[config.mk]
export PLATFORM = sky130hd
export DESIGN_NAME = id_ex_stage
export DESIGN_NICKNAME = d
export VERILOG_FILES = /design/src/rtl/id_ex_stage.sv
export SDC_FILE = /design/constraint.sdc
export NUM_CORES = 1
export LEC_CHECK = 0
export CAP_MARGIN = 30
export CORE_ASPECT_RATIO = 0.7
export CORE_MARGIN = 4
export CORE_UTILIZATION = 35
export CTS_CLUSTER_DIAMETER = 120
export CTS_CLUSTER_SIZE = 12
export DETAILED_ROUTE_END_ITERATION = 16
export PLACE_DENSITY = 0.83
export SKIP_CTS_REPAIR_TIMING = 1
export SYNTH_ARGS = -nofsm -noshare
export SYNTH_HDL_FRONTEND = slang
export SYNTH_SLANG_ARGS = --single-unit
[constraint.sdc]
create_clock -name clk -period 5.45 [get_ports clk]
set_clock_uncertainty 0.1 [all_clocks]
set_input_delay 0.8175 -clock clk [delete_from_list [all_inputs] [get_ports clk]]
set_output_delay 0.8175 -clock clk [all_outputs]
set_load 0.01 [all_outputs]
[src/rtl/id_ex_stage.sv]
// id_ex_stage: ID/EX pipeline register with load-use stall, branch flush and a saturating bubble counter
// Ports: *D inputs carry decoder control, register data and indices into E; PCSrcE is the taken branch/jump
// resolved in E. *E outputs hold the registered E-stage values and ValidE marks a real instruction there.
// StallF/StallD hold fetch and IF/ID, FlushD clears IF/ID, bubble_cnt counts inserted bubbles.
module id_ex_stage #(
  parameter int XLEN  = 32,
  parameter int CNT_W = 16
) (
  input  logic             clk,
  input  logic             rst_n,
  input  logic             RegWriteD,
  input  logic [1:0]       ResultSrcD,
  input  logic             MemWriteD,
  input  logic             JumpD,
  input  logic             BranchD,
  input  logic [2:0]       ALUControlD,
  input  logic             ALUSrcD,
  input  logic [XLEN-1:0]  RD1D,
  input  logic [XLEN-1:0]  RD2D,
  input  logic [XLEN-1:0]  PCD,
  input  logic [XLEN-1:0]  PCPlus4D,
  input  logic [XLEN-1:0]  ImmExtD,
  input  logic [4:0]       Rs1D,
  input  logic [4:0]       Rs2D,
  input  logic [4:0]       RdD,
  input  logic             PCSrcE,
  output logic             RegWriteE,
  output logic [1:0]       ResultSrcE,
  output logic             MemWriteE,
  output logic             JumpE,
  output logic             BranchE,
  output logic [2:0]       ALUControlE,
  output logic             ALUSrcE,
  output logic [XLEN-1:0]  RD1E,
  output logic [XLEN-1:0]  RD2E,
  output logic [XLEN-1:0]  PCE,
  output logic [XLEN-1:0]  PCPlus4E,
  output logic [XLEN-1:0]  ImmExtE,
  output logic [4:0]       Rs1E,
  output logic [4:0]       Rs2E,
  output logic [4:0]       RdE,
  output logic             ValidE,
  output logic             StallF,
  output logic             StallD,
  output logic             FlushD,
  output logic [CNT_W-1:0] bubble_cnt
);
  localparam int EW = 5*XLEN + 26;
  logic lw_hit, lw_stall, flush_e;
  logic [EW-1:0] e_d;
  assign lw_hit   = ValidE & (ResultSrcE == 2'b01) & (RdE != 5'd0) & ((RdE == Rs1D) | (RdE == Rs2D));
  // a taken branch kills the dependent decode instruction anyway, so it wins over the stall
  assign lw_stall = lw_hit & ~PCSrcE;
  assign flush_e  = lw_stall | PCSrcE;
  assign StallF   = lw_stall;
  assign StallD   = lw_stall;
  assign FlushD   = PCSrcE;
  assign e_d = flush_e ? '0 : {RegWriteD, ResultSrcD, MemWriteD, JumpD, BranchD, ALUControlD, ALUSrcD,
                               RD1D, RD2D, PCD, PCPlus4D, ImmExtD, Rs1D, Rs2D, RdD, 1'b1};
  always_ff @(posedge clk or negedge rst_n)
    if (!rst_n)
      {RegWriteE, ResultSrcE, MemWriteE, JumpE, BranchE, ALUControlE, ALUSrcE,
       RD1E, RD2E, PCE, PCPlus4E, ImmExtE, Rs1E, Rs2E, RdE, ValidE} <= '0;
    else
      {RegWriteE, ResultSrcE, MemWriteE, JumpE, BranchE, ALUControlE, ALUSrcE,
       RD1E, RD2E, PCE, PCPlus4E, ImmExtE, Rs1E, Rs2E, RdE, ValidE} <= e_d;
  always_ff @(posedge clk or negedge rst_n)
    if (!rst_n) bubble_cnt <= '0;
    else if (flush_e && bubble_cnt != '1) bubble_cnt <= bubble_cnt + CNT_W'(1);
endmodule

# == After elaboration in Yosys (flattened, before gate mapping) ==
# Cells that the tools add are included.
# word_totals
word_cells,32
register_bits,202
inputBits,188
# op_classes
bitwise_logic,7
n_mux,1
add_sub_neg,1
n_eq_ne,4
n_reduce_logical,2
# ops
cell,n
186-bit 2-to-1 mux,1
16-bit by 1-bit adder with 16-bit output (second input constant),1
16-bit != test (second input constant),1
5-bit equality test,2
5-bit nonzero test,1
1-bit bitwise AND,4
2-bit by 1-bit equality test with 1-bit output (second input constant),1
1-bit bitwise OR,2
1-bit logical AND,1
1-bit inverter,1

# == Longest topological paths before layout ==
# Gate-level depths: netlist of run 1.
# logic_depth
ltp_word,7
ltp_mapped,8
ltp_nobuf,7

# == Worst setup path before layout of run 1 ==
# No wires, ideal clock.
# synth_path
path_type,input-to-output
startpoint,input port Rs2D[4]
endpoint,output port StallF
stages,6
path_slack_ns,2.823
t_arrival_ns,1.709
cell_sequence,xnor2_1 -> nand3_1 -> o22ai_2 -> nand2_1 -> nor2_1 -> buf_4
# synth_between
elab_chain_len,4
# synth_lines
element,line,text
"start, declared",24,"input logic [4:0] Rs2D,"
5-bit equality test,51,assign lw_hit = ValidE & (ResultSrcE == 2'b01) & (RdE != 5'd0) & ((RdE == Rs1D) | (RdE == Rs2D));
1-bit bitwise OR,51,
1-bit bitwise AND,51,
1-bit bitwise AND,53,assign lw_stall = lw_hit & ~PCSrcE;
"end, declared",43,"output logic StallF,"
# Every way passes these cells.

# == Worst setup path in the final report of run 1 ==
# layout_path
startpoint,input port Rs2D[0]
endpoint,output port StallD
# layout_between
elab_chain_len,4
# layout_lines
element,line,text
5-bit equality test,51,
1-bit bitwise OR,51,
1-bit bitwise AND,51,
1-bit bitwise AND,53,
"end, declared",44,"output logic StallD,"
# Every way passes these cells.

==> PnR_summary.wiki, run 1 <==
{| class="wikitable"
! Metric !! Value
|-
| Run status || complete, no violations
|-
| Cell taking the most area after synthesis || sky130_fd_sc_hd__dfrtp_1
|-
| Number of I/O port buffers || between 300 and 400
|-
| Final setup margin || between 1.5 and 2 ns
|-
| Total die area || 22000 sq um
|-
| Cell count after synthesis || 489
|-
| Most prevalent standard cell on the critical path || sky130_fd_sc_hd__clkdlybuf4s50_1
|-
| DPL Wire Length || ~16 mm
|-
| Worst slack after detailed placement || 1.84 ns
|-
| Routed via count || 4942
|-
| Diode insertion count for antenna repair || 0
|-
| Post-Route WL || 20.3 mm
|-
| Hold Fails Final Rpt || 0
|-
| Final ANT Viol Nets || 0
|-
| Power after layout || 3420 uW
|-
| Total congestion overflow || 0
|-
| Skew-Pair Late Insertion Delay || 0.47 ns
|-
| Complex-gate fraction of the synthesized area || roughly 1.2%
|-
| Adder-cell share of the synthesized area || 0.182%
|-
| Number of flops mapped to enable cells by yosys || 0
|-
| Critical path type || input pin to output port
|-
| Register area || 5050 sq um
|-
| Post-synthesis average cell area || 14.1 sq um
|-
| Number of buffers inserted during clock tree synthesis || 20
|-
| Violation count after the first detailed-route iteration || 283
|-
| RSZ-0062 raised after global routing || no
|-
| Sum Neg Setup Slack || 0 ns
|-
| First-pass GRT wire length || 30.9 mm
|-
| # nets final || 1071
|-
| GP Congestion || 0.852
|-
| Cell with the most instances after synthesis || sky130_fd_sc_hd__dfrtp_1
|-
| Relative max-transition margin || 33.2%
|-
| Share of cell area taken by muxes after synthesis || 0.473%
|-
| Share of layout cells above drive strength 1 || 3.40%
|-
| Xor and xnor area share after synthesis || 2.42%
|-
| Die height || 125 um
|-
| Number of synthesis warnings || 0
|-
| Min-delay worst type || input pin to async pin
|-
| Count of maximum capacitance violations || 0
|-
| Post-CTS clock slew at the launch and capture registers of the worst setup and hold paths || ~0.050 ns
|-
| Layout overhead on the synthesized area || 68.4%
|-
| Number of antenna violations at the first check in global routing || 1
|-
| Launch point of the worst path || Rs2D[0]
|-
| Footprint of the multi-input gates || 1690 sq um
|-
| Width of the chip || between 150 and 200 um
|-
| Pins over their slew limit || 0
|-
| Netlist area before placement || about 7000 sq um
|-
| Largest net degree at the start of global routing || 114
|-
| Vias in the first global route || 5340
|-
| Cell types occupying the most area after synthesis || sky130_fd_sc_hd__dfrtp_1 73%, sky130_fd_sc_hd__and2_1 17%, sky130_fd_sc_hd__xnor2_1 1.5%
|-
| Maximum vdd ir drop || 195 uV
|-
| Syn Nets || 678
|-
| R2r worst-path depth || 6
|-
| Worst path required time || 4.53 ns
|-
| Count of state elements after synthesis || between 200 and 250
|-
| Distinct cells, synth || 33
|-
| Initial core utilization || 36.0%
|-
| Filler cell count in the final layout || 1507
|-
| Period minus WS final || 3.62 ns
|-
| Critical path, cell by cell || clkdlybuf4s50_1, xnor2_1, nand3_1, o22ai_2, nand2_1, nor2_1, clkdlybuf4s50_1
|-
| Simple-gate area share of the yosys netlist || approximately a fifth
|-
| Launch instance of the worst register-to-register path || RdE[1]
|-
| Floorplan Core Area || between 15000 and 20000 sq um
|-
| First-pass DRT Iterations || 4
|-
| FFs w/ async S/R, synth || 100%
|-
| Type of element launching the critical path || input pin
|-
| I/O pin count || 393
|-
| Post-synth top cells || 202 x sky130_fd_sc_hd__dfrtp_1, 186 x sky130_fd_sc_hd__and2_1, 17 x sky130_fd_sc_hd__clkbuf_2
|-
| Data arrival time of the critical path || 2.71 ns
|-
| Combined global-route utilization of all metal layers || 17.9%
|-
| Slew @ Worst Pin || 1.00 ns
|-
| Remaining routing DRC violations || 0
|-
| Clock tree from TritonCTS || built
|-
| Commonest register cell after synthesis || sky130_fd_sc_hd__dfrtp_1
|-
| Critical-path top delay cell || sky130_fd_sc_hd__clkdlybuf4s50_1
|-
| Wire per inst || 17.7 um
|-
| Endpoint kind of the worst setup timing path || output port
|-
| Post-synth top area share || 73.4%
|-
| P per Cell Area || between 200 and 300 nW/um^2
|-
| Combinational family with the most area after synthesis || simple AND/OR/NAND/NOR gates
|-
| Maximum fanout along the worst path || 3
|-
| Avg Vias per Cell || around 4.3
|-
| Number of placement rows || 42
|-
| Max Buffers Root-to-Sink || 3
|-
| Setup Viol. Count Final || 0
|-
| Sequential fraction of the synthesis area || 73.4%
|-
| Number of sinks handled by clock tree synthesis || 202
|-
| Master cell of the clock root buffer || sky130_fd_sc_hd__clkbuf_16
|-
| Fmax achieved || 0.276 GHz
|-
| Leakage power || 0.00503 uW
|-
| H-tree levels || 1
|-
| Largest stage delay on the critical path || 0.57 ns
|-
| Post-route clock period utilization || between 60% and 70%
|}
[sequential cells by signal, summed over array words and instances (netlist names)]
| name | cells |
|---|---|
| ImmExtE | 32 |
| PCE | 32 |
| PCPlus4E | 32 |
| RD1E | 32 |
| RD2E | 32 |
| bubble_cnt | 16 |
| RdE | 5 |
| Rs1E | 5 |
| Rs2E | 5 |
| ALUControlE | 3 |
| ResultSrcE | 2 |
| ALUSrcE | 1 |
| BranchE | 1 |
| JumpE | 1 |
| MemWriteE | 1 |
| RegWriteE | 1 |
| ValidE | 1 |
[metal layers]
metal	track usage, %	part of all wire, %	vias up
met5	0	0.035	-
met4	4.72	2.6	2
met3	7.72	11	35
met2	31.9	51	227
met1	19.6	35	2376
li1	-	-	2302
[cells by family after synthesis]
kind of cell / Yosys count
buffers and inverters: 26
adder cells (fa/ha/maj): 1
AND/OR/NAND/NOR: 228
flip-flops: 202
XOR/XNOR: 19
AO/OA/AOI/OAI: 10
multiplexers: 3
[placed cells by master (no fill, tap or decap), types with 2 or more instances in the layout]
master                            instances
sky130_fd_sc_hd__xnor2_1                 12
sky130_fd_sc_hd__nor4b_1                  2
sky130_fd_sc_hd__nand3_1                  6
sky130_fd_sc_hd__nand2_1                 11
sky130_fd_sc_hd__dfrtp_1                202
sky130_fd_sc_hd__nor3_1                   2
sky130_fd_sc_hd__and4_1                   2
sky130_fd_sc_hd__clkbuf_8                 2
sky130_fd_sc_hd__xor2_1                   7
sky130_fd_sc_hd__clkbuf_16               21
sky130_fd_sc_hd__a21oi_1                  2
sky130_fd_sc_hd__a41oi_1                  2
sky130_fd_sc_hd__nor2_1                   6
sky130_fd_sc_hd__inv_1                    2
sky130_fd_sc_hd__clkdlybuf4s50_1        391
sky130_fd_sc_hd__or4_1                    2
sky130_fd_sc_hd__buf_4                    2
sky130_fd_sc_hd__and3_1                   2
sky130_fd_sc_hd__a31oi_1                  2
sky130_fd_sc_hd__and2_1                 186
sky130_fd_sc_hd__nor4_1                   4
sky130_fd_sc_hd__nor3b_1                  2
[stage by stage]
step | hold slack, ns | util (%) | cell area (sq um) | cells
floorplan | 0.422 | - | 6880 | 489
global placement | 0.397 | 57.8 | 11000 | 1124
global route | 0.331 | 60.6 | 11600 | 1146
CTS | 0.307 | 60.6 | 11600 | 1146
finish | 0.273 | 60.6 | 11600 | 1146
detailed placement | 0.400 | 57.8 | 11000 | 1124
[cell type report]
class	instances	share of cell area, %
clock buffers	22	4.65
inverters	2	0.0648
multi-input cells	261	14.6
flip-flops and latches	202	43.6
well taps	264	2.85
repair buffers	395	34.2
[critical path, delay by kind of cell]
family	cells	cell delay [ns]
buffers and inverters	2	1.05
AND/OR/NAND/NOR	3	0.40
AO/OA/AOI/OAI	1	0.31
XOR/XNOR	1	0.13
[power by group]
part | internal, uW | switching, uW | leakage [uW]
clock network | 690 | 504 | 0.000266
registers | 1600 | 60.1 | 0.00259
logic | 352 | 215 | 0.00217
[path summary, 6_finish.rpt]
path                                   to  slack (ns)
setup reg to reg                 RD1E[12]        2.36
hold reg to reg            bubble_cnt[15]        0.41
hold / removal                    RD2E[9]        0.27
setup / recovery                   StallD        1.83
max in group asynchronous          PCE[4]        3.90
min in group clk           bubble_cnt[15]        0.41
No activity file was read; power rests on OpenSTA's default activity.
==> inputs of run 2 (changes only) <==
CORE_UTILIZATION = 34   (was 35)
PLACE_DENSITY = 0.84   (was 0.83)
clock period = 3.1 ns   (was 5.45 ns; I/O delays follow)
==> run 2 against run 1 <==
  * Sequential share of layout area decreased by 0.32 points
  * Wire length is 1.0% higher
  * Sequential power grew 76%
  * Setup slack got worse by 1.6 ns
  * Register-to-register slack lost 1.9 ns
  * Total power rose by 77%
  * Hold slack improved by 0.13 ns
  * Global-route usage shrank 0.39 points
  * Final area grew 0.73%
  * Via count up 0.71%
  * Largest power group unchanged
  * Highest routed layer unchanged
==> PnR_summary.wiki, run 2 (synthesized netlist as in run 1, its figures left out) <==
{| class="wikitable"
! Metric !! Value
|-
| Run status || complete, no violations
|-
| Critical path buffer and inverter count || 1 (-1)
|-
| First-pass GRT wire length || 30.7 mm (-0.47%)
|-
| Fmax achieved || between 0.3 and 0.4 GHz
|-
| Filler cell count in the final layout || 1540 (+2.2%)
|-
| Total die area || 22600 sq um (+2.8%)
|-
| Sum Neg Setup Slack || 0 ns (unchanged)
|-
| Number of I/O port buffers || 392 (unchanged)
|-
| Hold Fails Final Rpt || 0 (unchanged)
|-
| Leakage power || 0.00507 uW (+0.74%)
|-
| Number of sinks handled by clock tree synthesis || 202 (unchanged)
|-
| First-pass DRT Iterations || 5 (+1)
|-
| Relative max-transition margin || 54.9% (+22 points)
|-
| Width of the chip || 178 um (+1.4%)
|-
| RSZ-0062 raised after global routing || no
|-
| DPL Wire Length || 15.6 mm (+0.47%)
|-
| Die height || 127 um (+1.4%)
|-
| Period minus WS final || 2.90 ns
|-
| Max Buffers Root-to-Sink || 3 (unchanged)
|-
| I/O pin count || 393 (unchanged)
|-
| Total congestion overflow || 0 (unchanged)
|-
| Count of maximum capacitance violations || 0 (unchanged)
|-
| Data arrival time of the critical path || 2.33 ns (-0.38 ns)
|-
| Critical-path top delay cell || sky130_fd_sc_hd__or4_1
|-
| Critical path, cell by cell || or4_1, nor2_1, nor3_2, nand2_1, nor2_1, clkdlybuf4s50_1
|-
| Initial core utilization || 34.7% (-1.3 points)
|-
| Number of placement rows || 43 (+2.4%)
|-
| Post-CTS clock slew at the launch and capture registers of the worst setup and hold paths || 0.06 ns (about the same)
|-
| Number of buffers inserted during clock tree synthesis || 20 (unchanged)
|-
| Largest stage delay on the critical path || 0.58 ns (about the same)
|-
| Post-Route WL || 20.5 mm (+1.0%)
|-
| Highest-count cells in the layout ignoring fill and taps || 391 x sky130_fd_sc_hd__clkdlybuf4s50_1, 202 x sky130_fd_sc_hd__dfrtp_1, 186 x sky130_fd_sc_hd__and2_1, 21 x sky130_fd_sc_hd__clkbuf_16, 12 x sky130_fd_sc_hd__xnor2_1
|-
| Slew @ Worst Pin || 0.676 ns (-0.324 ns)
|-
| Skew-Pair Late Insertion Delay || 0.48 ns (about the same)
|-
| Maximum fanout along the worst path || 4 (+1)
|-
| H-tree levels || 1 (unchanged)
|-
| Type of element launching the critical path || flip-flop
|-
| # nets final || 1076 (+0.47%)
|-
| Clock tree from TritonCTS || built
|-
| Register area || 5050 sq um (unchanged)
|-
| Worst path required time || 2.53 ns (-2.00 ns)
|-
| Diode insertion count for antenna repair || 0 (unchanged)
|-
| Vias in the first global route || 5336 (-0.075%)
|-
| Wire per inst || 17.7 um (about the same)
|-
| Category of cells accounting for the largest share of critical-path delay || simple AND/OR/NAND/NOR gates
|-
| Commonest non-fill, non-tap cell in the layout || sky130_fd_sc_hd__clkdlybuf4s50_1
|-
| Maximum vdd ir drop || 417 uV (+110%)
|-
| Largest net degree at the start of global routing || 118 (+3.5%)
|-
| Combined global-route utilization of all metal layers || 17.5% (-0.39 points)
|-
| Number of antenna violations at the first check in global routing || 1 (unchanged)
|-
| Final ANT Viol Nets || 0 (unchanged)
|-
| Master cell of the clock root buffer || sky130_fd_sc_hd__clkbuf_16
|-
| Post-route clock period utilization || 93.4%
|-
| Setup Viol. Count Final || 0 (unchanged)
|-
| Most prevalent standard cell on the critical path || sky130_fd_sc_hd__nor2_1
|-
| Critical path type || flip-flop to output port
|-
| Floorplan Core Area || 19900 sq um (+3.8%)
|-
| Endpoint kind of the worst setup timing path || output port
|-
| Power after layout || 6060 uW (+77%)
|-
| Avg Vias per Cell || 4.30 (-0.25%)
|-
| Footprint of the multi-input gates || 1690 sq um (unchanged)
|-
| Pins over their slew limit || 0 (unchanged)
|-
| Routed via count || 4977 (+0.71%)
|-
| Remaining routing DRC violations || 0 (unchanged)
|-
| Share of layout cells above drive strength 1 || 3.83% (+0.43 points)
|-
| Min-delay worst type || flip-flop to flip-flop
|-
| GP Congestion || 0.803 (-5.8%)
|-
| Violation count after the first detailed-route iteration || 267 (-5.7%)
|-
| P per Cell Area || 519 nW/um^2 (+76%)
|-
| Layout overhead on the synthesized area || 69.6%
|}
## run 2: cell count changes in the layout (fill, tap and decap cells not counted)
cell / change
sky130_fd_sc_hd__buf_12: +3
sky130_fd_sc_hd__buf_4: +1
sky130_fd_sc_hd__dlygate4sd3_1: +1
## run 2: metal layers
| metal | share of wire, % | up-vias | GRT usage (%) |
|---|---|---|---|
| met4 | 3.4 | 2 | 5.41 |
| met5 | 0.059 | - | 0 |
| met3 | 11 | 45 | 6.74 |
| met2 | 50 | 230 | 30.6 |
| met1 | 36 | 2388 | 19.9 |
| li1 | - | 2312 | - |
## run 2: final timing paths
path / to / cells past startpoint / slack (ns) / startpoint
worst max-delay path: StallD / 6 / 0.20 / RdE[1]
worst min register to register: bubble_cnt[15] / 1 / 0.41 / bubble_cnt[15]
worst max register to register: RD2E[11] / 6 / 0.50 / RdE[1]
min in group asynchronous: PCE[28] / 2 / 0.50 / rst_n
worst min-delay path: bubble_cnt[15] / 1 / 0.41 / bubble_cnt[15]
max in group asynchronous: RegWriteE / 3 / 1.71 / rst_n
## run 2: through the flow
stage / cell area (sq um) / util (%) / setup slack (ns) / hold slack [ns] / cells
after floorplan: 6880 / - / 1.07 / 0.0694 / 489
after global placement: 11100 / 56.0 / 0.315 / 0.394 / 1134
after detailed placement: 11100 / 56.0 / 0.266 / 0.401 / 1134
after CTS: 11700 / 58.7 / 0.183 / -0.0594 / 1156
after global routing: 11700 / 58.8 / 0.00723 / 0.419 / 1157
final: 11700 / 58.8 / 0.204 / 0.408 / 1157
## run 2: power by group
part / total (uW) / internal [uW] / switching [uW] / leakage, uW
clock: 2130 / 1210 / 917 / 0.000266
sequential: 2920 / 2810 / 108 / 0.00259
combinational: 1010 / 628 / 379 / 0.00221
total: 6060 / 4650 / 1400 / 0.00507
## run 2: worst register-to-register path, cell delays in order, from the launching register on
cell	delay (ns)
sky130_fd_sc_hd__dfrtp_1	0.44
sky130_fd_sc_hd__or4_1	0.58
sky130_fd_sc_hd__nor2_1	0.14
sky130_fd_sc_hd__nor3_2	0.09
sky130_fd_sc_hd__a21oi_4	0.39
sky130_fd_sc_hd__buf_4	0.52
sky130_fd_sc_hd__and2_1	0.27
## run 2: layout make-up
type,count,area share (%)
clock buffers,22,4.62
inverters,2,0.0643
well taps,270,2.89
repair buffers,400,34.6
flip-flops and latches,202,43.3
multi-input cells,261,14.5
